==> config.mk <==
export PLATFORM = sky130hd
export DESIGN_NAME = laconic_pe_acc
export DESIGN_NICKNAME = d
export VERILOG_FILES = /design/src/rtl/laconic_pe_acc.sv
export SDC_FILE = /design/constraint.sdc
export NUM_CORES = 1
export LEC_CHECK = 0
export BUFFER_PORTS_ARGS = -buffer_cell sky130_fd_sc_hd__buf_4
export CORE_ASPECT_RATIO = 1.75
export CORE_MARGIN = 1.5
export CORE_UTILIZATION = 57
export CTS_CLUSTER_DIAMETER = 80
export CTS_CLUSTER_SIZE = 30
export DETAILED_ROUTE_END_ITERATION = 12
export GPL_ROUTABILITY_DRIVEN = 0
export HOLD_SLACK_MARGIN = 0.12
export PLACE_DENSITY = 0.8
export SYNTH_ARGS = -nofsm -noshare
export SYNTH_HDL_FRONTEND = slang
export SYNTH_SLANG_ARGS = --single-unit
==> constraint.sdc <==
create_clock -name clk -period 8.7 [get_ports clk]
set_input_delay 1.305 -clock clk [delete_from_list [all_inputs] [get_ports clk]]
set_output_delay 1.305 -clock clk [all_outputs]
set_load 0.01 [all_outputs]
==> src/rtl/laconic_pe_acc.sv <==
// Laconic-style processing element: sums signed power-of-two term pairs per beat and
// accumulates beats into saturating group results with a valid/ready output handshake.
module laconic_pe_acc #(
  parameter int unsigned LANES = 16,
  parameter int unsigned EXP_W = 3,
  parameter int unsigned ACC_W = 32
) (
  input  logic                    clk,
  input  logic                    rst,
  input  logic                    in_valid,
  output logic                    in_ready,
  input  logic                    in_last,
  input  logic [LANES-1:0]        in_applied,
  input  logic [LANES*EXP_W-1:0]  t0,
  input  logic [LANES*EXP_W-1:0]  t1,
  input  logic [LANES-1:0]        s0,
  input  logic [LANES-1:0]        s1,
  output logic                    out_valid,
  input  logic                    out_ready,
  output logic signed [ACC_W-1:0] out_value,
  output logic                    out_overflow
);

  localparam int unsigned MaxExp = 2 * ((1 << EXP_W) - 1);
  localparam int unsigned PW     = MaxExp + 1 + $clog2(LANES) + 1;
  localparam int unsigned SW     = ((ACC_W > PW) ? ACC_W : PW) + 1;

  localparam logic signed [SW-1:0] AccMax = {{(SW-ACC_W+1){1'b0}}, {(ACC_W-1){1'b1}}};
  localparam logic signed [SW-1:0] AccMin = {{(SW-ACC_W+1){1'b1}}, {(ACC_W-1){1'b0}}};

  logic signed [PW-1:0] term [LANES];
  logic signed [PW-1:0] partial;

  for (genvar i = 0; i < LANES; i++) begin : g_lane
    logic [EXP_W:0] esum;
    logic [PW-1:0]  mag;
    assign esum = {1'b0, t0[i*EXP_W +: EXP_W]} + {1'b0, t1[i*EXP_W +: EXP_W]};
    assign mag  = {{(PW-1){1'b0}}, 1'b1} << esum;
    assign term[i] = !in_applied[i]    ? '0 :
                     (s0[i] ^ s1[i])   ? -$signed(mag) : $signed(mag);
  end

  always_comb begin
    partial = '0;
    for (int unsigned i = 0; i < LANES; i++) begin
      partial = partial + term[i];
    end
  end

  logic                    s1_valid_q, s1_valid_d;
  logic                    s1_last_q, s1_last_d;
  logic signed [PW-1:0]    s1_partial_q, s1_partial_d;
  logic signed [ACC_W-1:0] acc_q, acc_d;
  logic                    sticky_q, sticky_d;
  logic                    out_valid_q, out_valid_d;
  logic signed [ACC_W-1:0] out_value_q, out_value_d;
  logic                    out_ovf_q, out_ovf_d;

  logic                    stall, accept;
  logic signed [SW-1:0]    sum_ext;
  logic                    sat_hi, sat_lo;
  logic signed [ACC_W-1:0] sat_val;

  assign stall    = out_valid_q & ~out_ready;
  assign in_ready = ~stall;
  assign accept   = in_valid & in_ready;

  // Sum is one bit wider than either operand, so the clamp test never wraps.
  assign sum_ext = {{(SW-ACC_W){acc_q[ACC_W-1]}}, acc_q}
                 + {{(SW-PW){s1_partial_q[PW-1]}}, s1_partial_q};
  assign sat_hi  = sum_ext > AccMax;
  assign sat_lo  = sum_ext < AccMin;
  assign sat_val = sat_hi ? AccMax[ACC_W-1:0] :
                   sat_lo ? AccMin[ACC_W-1:0] : sum_ext[ACC_W-1:0];

  always_comb begin
    s1_valid_d   = s1_valid_q;
    s1_last_d    = s1_last_q;
    s1_partial_d = s1_partial_q;
    acc_d        = acc_q;
    sticky_d     = sticky_q;
    out_valid_d  = out_valid_q;
    out_value_d  = out_value_q;
    out_ovf_d    = out_ovf_q;
    if (!stall) begin
      s1_valid_d = accept;
      if (accept) begin
        s1_last_d    = in_last;
        s1_partial_d = partial;
      end
      // Not stalled: any held result is being consumed this edge.
      out_valid_d = 1'b0;
      if (s1_valid_q) begin
        if (s1_last_q) begin
          out_valid_d = 1'b1;
          out_value_d = sat_val;
          out_ovf_d   = sticky_q | sat_hi | sat_lo;
          acc_d       = '0;
          sticky_d    = 1'b0;
        end else begin
          acc_d    = sat_val;
          sticky_d = sticky_q | sat_hi | sat_lo;
        end
      end
    end
  end

  always_ff @(posedge clk) begin
    if (rst) begin
      s1_valid_q   <= 1'b0;
      s1_last_q    <= 1'b0;
      s1_partial_q <= '0;
      acc_q        <= '0;
      sticky_q     <= 1'b0;
      out_valid_q  <= 1'b0;
      out_value_q  <= '0;
      out_ovf_q    <= 1'b0;
    end else begin
      s1_valid_q   <= s1_valid_d;
      s1_last_q    <= s1_last_d;
      s1_partial_q <= s1_partial_d;
      acc_q        <= acc_d;
      sticky_q     <= sticky_d;
      out_valid_q  <= out_valid_d;
      out_value_q  <= out_value_d;
      out_ovf_q    <= out_ovf_d;
    end
  end

  assign out_valid    = out_valid_q;
  assign out_value    = out_value_q;
  assign out_overflow = out_ovf_q;

endmodule

==> impl_metrics.json <==
{
  "status": "completed",
  "wl_microns": 64700,
  "grt_max_degree": 41,
  "power_frac_clock": 0.032,
  "vias": 21600,
  "track_usage": 0.346,
  "ios": 184,
  "max_cap_viol_count": 0,
  "rr_startpoint": "s1_partial_q[19]",
  "final_common_cell": "buf_4",
  "worstPathArrival_ns": 8.74,
  "ant_nets": 0,
  "post_drt_wl_per_cell_microns": 18.4,
  "powerDensity_nw_per_um2": 455,
  "initial_core_util": 0.579,
  "maxSlewHeadroom": 0.170,
  "io_buffers": 183,
  "tns_ns": 0,
  "holdCritPathClass": "reg2reg",
  "clock_path_buffers": 2,
  "cts_made_buffers": 9,
  "final_cell_mix": "buf_4 (416), nand2_1 (351), inv_1 (299)",
  "yosysSeqAreaShare": 0.0869,
  "final_core_util": 0.685,
  "grt_pass1_vias": 21600,
  "core_area_sq_um": 35400,
  "die_x_microns": 146,
  "nNetsFinal": 3588,
  "crit_path_frequent_cell": "fa_1",
  "synth_edf_count": 0,
  "setup.worst_path.start_class": "input pin",
  "irDropWorstVdd_v": 0.000636,
  "clock_sinks": 89,
  "crit_path_end_kind": "flop",
  "drc_errors": 0,
  "hpwl_microns": 53200,
  "yosysWarningCount": 0,
  "netSwitchingFraction": 0.510,
  "layout-drive-gt1-share": 0.174,
  "whs_endpoint": "out_value[13]",
  "design.die.area_sq_um": 37200,
  "total_leakage_power_nw": 11.5,
  "worstReg2RegEnd": "acc_q[1]",
  "ys_seq_elements": 89,
  "skew_ns": 0.00575,
  "p_int_mw": 5.42,
  "holdWs_ns": 0.452,
  "worstHoldStart": "out_value[13]",
  "slowest_delay_ns": 0.63,
  "dr.pass1.iters": 7,
  "critPathTopFamily": "adder cells",
  "finalCritPeriodShare": 0.978,
  "synth.avg_cell_area_sq_um": 7.47,
  "final_max_slew_viol_count": 0,
  "yosysTopAreaCellShare": 0.265,
  "drt-initial-drc-count": 2113,
  "timing.fmax_mhz": 118,
  "grt_first_pass_wirelength_microns": 103000,
  "min_path_cells": 2,
  "p_sw_mw": 5.63,
  "crit_required_ns": 8.93,
  "cts_root_buffer": "clkbuf_16",
  "synth_cell_type_count": 77,
  "die_y_microns": 254,
  "top_layer": "met4",
  "synthTopCellsByArea": "fa_1 (27%), dfxtp_1 (8.7%), ha_1 (7.4%)",
  "grt_overflow_total": 0,
  "rows": 91,
  "h-tree-depth": 3,
  "reg2reg_setup_slack_ns": 4.35,
  "yosysTopAreaCell": "fa_1",
  "syn_area_sq_um": 20500,
  "crit_fanout": 7,
  "postSynthNetCount": 3288,
  "wl_met2_microns": 32700,
  "tightest_slew_ns": 1.24,
  "crit_buf_inv": 6,
  "clk_latency_ns": 0.34,
  "ys.flop_type": "dfxtp_1",
  "power_frac_seq": 0.047,
  "rr_worst_depth": 10,
  "cpMaxStageDelayCell": "fa_1",
  "clk_pin_slew_worst_paths_ns": 0.06,
  "finalSetupViolCount": 0,
  "crit_type": "in2reg",
  "hold_viol": 0,
  "fin_crit_ns": 8.51,
  "cts_tree": "yes",
  "detail_route.wirelength.met1_microns": 21600,
  "vias_per_cell": 6.15,
  "total_power_mw": 11.0,
  "fill_cells": 2859,
  "synthArstFlopShare": 0,
  "syn_inst": 2746,
  "met3_length_microns": 4530,
  "hold_buffers": 0,
  "n_antenna_cell": 0,
  "antenna_found_initial": 0,
  "areaGrowthSynthToFinish_pct": 18.3,
  "power_frac_comb": 0.922
}
state kept, by name, summed over array words and instances (netlist names):
| name | cells |
|---|---|
| s1_last_q | 1 |
| sticky_q | 1 |
| acc_q | 32 |
| s1_partial_q | 20 |
| out_value | 32 |
| out_overflow | 1 |
| out_valid | 1 |
| s1_valid_q | 1 |
worst reg2reg max path, stage by stage, from the launching register on:
cell,delay (ns)
dfxtp_1,0.77
ha_1,0.41
a21oi_1,0.19
o21ai_0,0.16
a221o_1,0.33
a21oi_1,0.23
o22ai_1,0.19
o21ai_1,0.68
nand2_1,0.27
nand2b_1,0.72
o21ai_0,0.25
through the flow:
stage               instance area, sq um  setup WS [ns]  std cells
CTS                                24000         0.0461       3508
global route                       24300        -0.0832       3515
detailed placement                 23700         -0.313       3493
global placement                   23700         -0.138       3493
floorplan                          20600         0.0184       2746
finish                             24300          0.192       3515
kinds of logic after synthesis:
family,synth area share
XOR/XNOR,0.0617
flip-flops,0.0869
buffers and inverters,0.0795
AND/OR/NAND/NOR,0.201
multiplexers,0.000976
AO/OA/AOI/OAI,0.231
adder cells (fa/ha/maj),0.340
cells in the mapped netlist, types with 25 or more instances:
cell        n
a21o_1     74
a21oi_1   231
a31oi_1    25
and3_1     32
clkbuf_1  117
dfxtp_1    89
fa_1      272
ha_1      121
inv_1     299
nand2_1   352
nand2b_1   31
nand3_1   111
nor2_1    242
nor3_1     60
o21ai_0   243
xnor2_1    87
xor2_1     55
area by class of cell:
class                      instances  area [sq um]  share of cell area
sequential                        89          1780              0.0734
tap                              465           582              0.0240
multi-input combinational       2229         17400               0.716
timing repair buffer             416          3120               0.129
clock inverter                     3          17.5            0.000722
clock buffer                      12           246              0.0102
inverter                         301          1130              0.0466
power groups by stage:
stage	clock network [mW]	logic [mW]	registers, mW
after floorplan	0	6.85	0.515
after global placement	0	9.14	0.524
after detailed placement	0	9.59	0.525
after CTS	0.351	9.66	0.517
after global routing	0.368	11.4	0.522
final	0.348	10.2	0.518
per-layer routing:
layer / global-route usage / up-vias
met5: 0 / -
met3: 0.0400 / 361
met4: 0.268 / 0
met2: 0.631 / 1291
met1: 0.360 / 10100
li1: - / 9901
worst max-delay path by stage:
stage	to	cells past startpoint	start	slack [ns]
3_3_place_gp	s1_partial_q[18]	30	t0[36]	-0.14
3_5_place_dp	s1_partial_q[19]	31	t0[36]	-0.31
5_1_grt	s1_partial_q[16]	32	t0[40]	-0.08
4_1_cts	s1_partial_q[19]	31	t0[39]	0.05
2_1_floorplan	s1_partial_q[18]	30	t0[33]	0.02
6_report	s1_partial_q[18]	29	t0[42]	0.19
timing repair:
item | CTS | global route
pin swaps | 0 | 21
resized for setup | 1 | 68
gates cloned | 0 | 0
endpoints found under the hold margin | 0 | 0
endpoints found under the setup margin | 1 | 11
buffers inserted | 0 | 7
(Power assumes the default switching activity.)
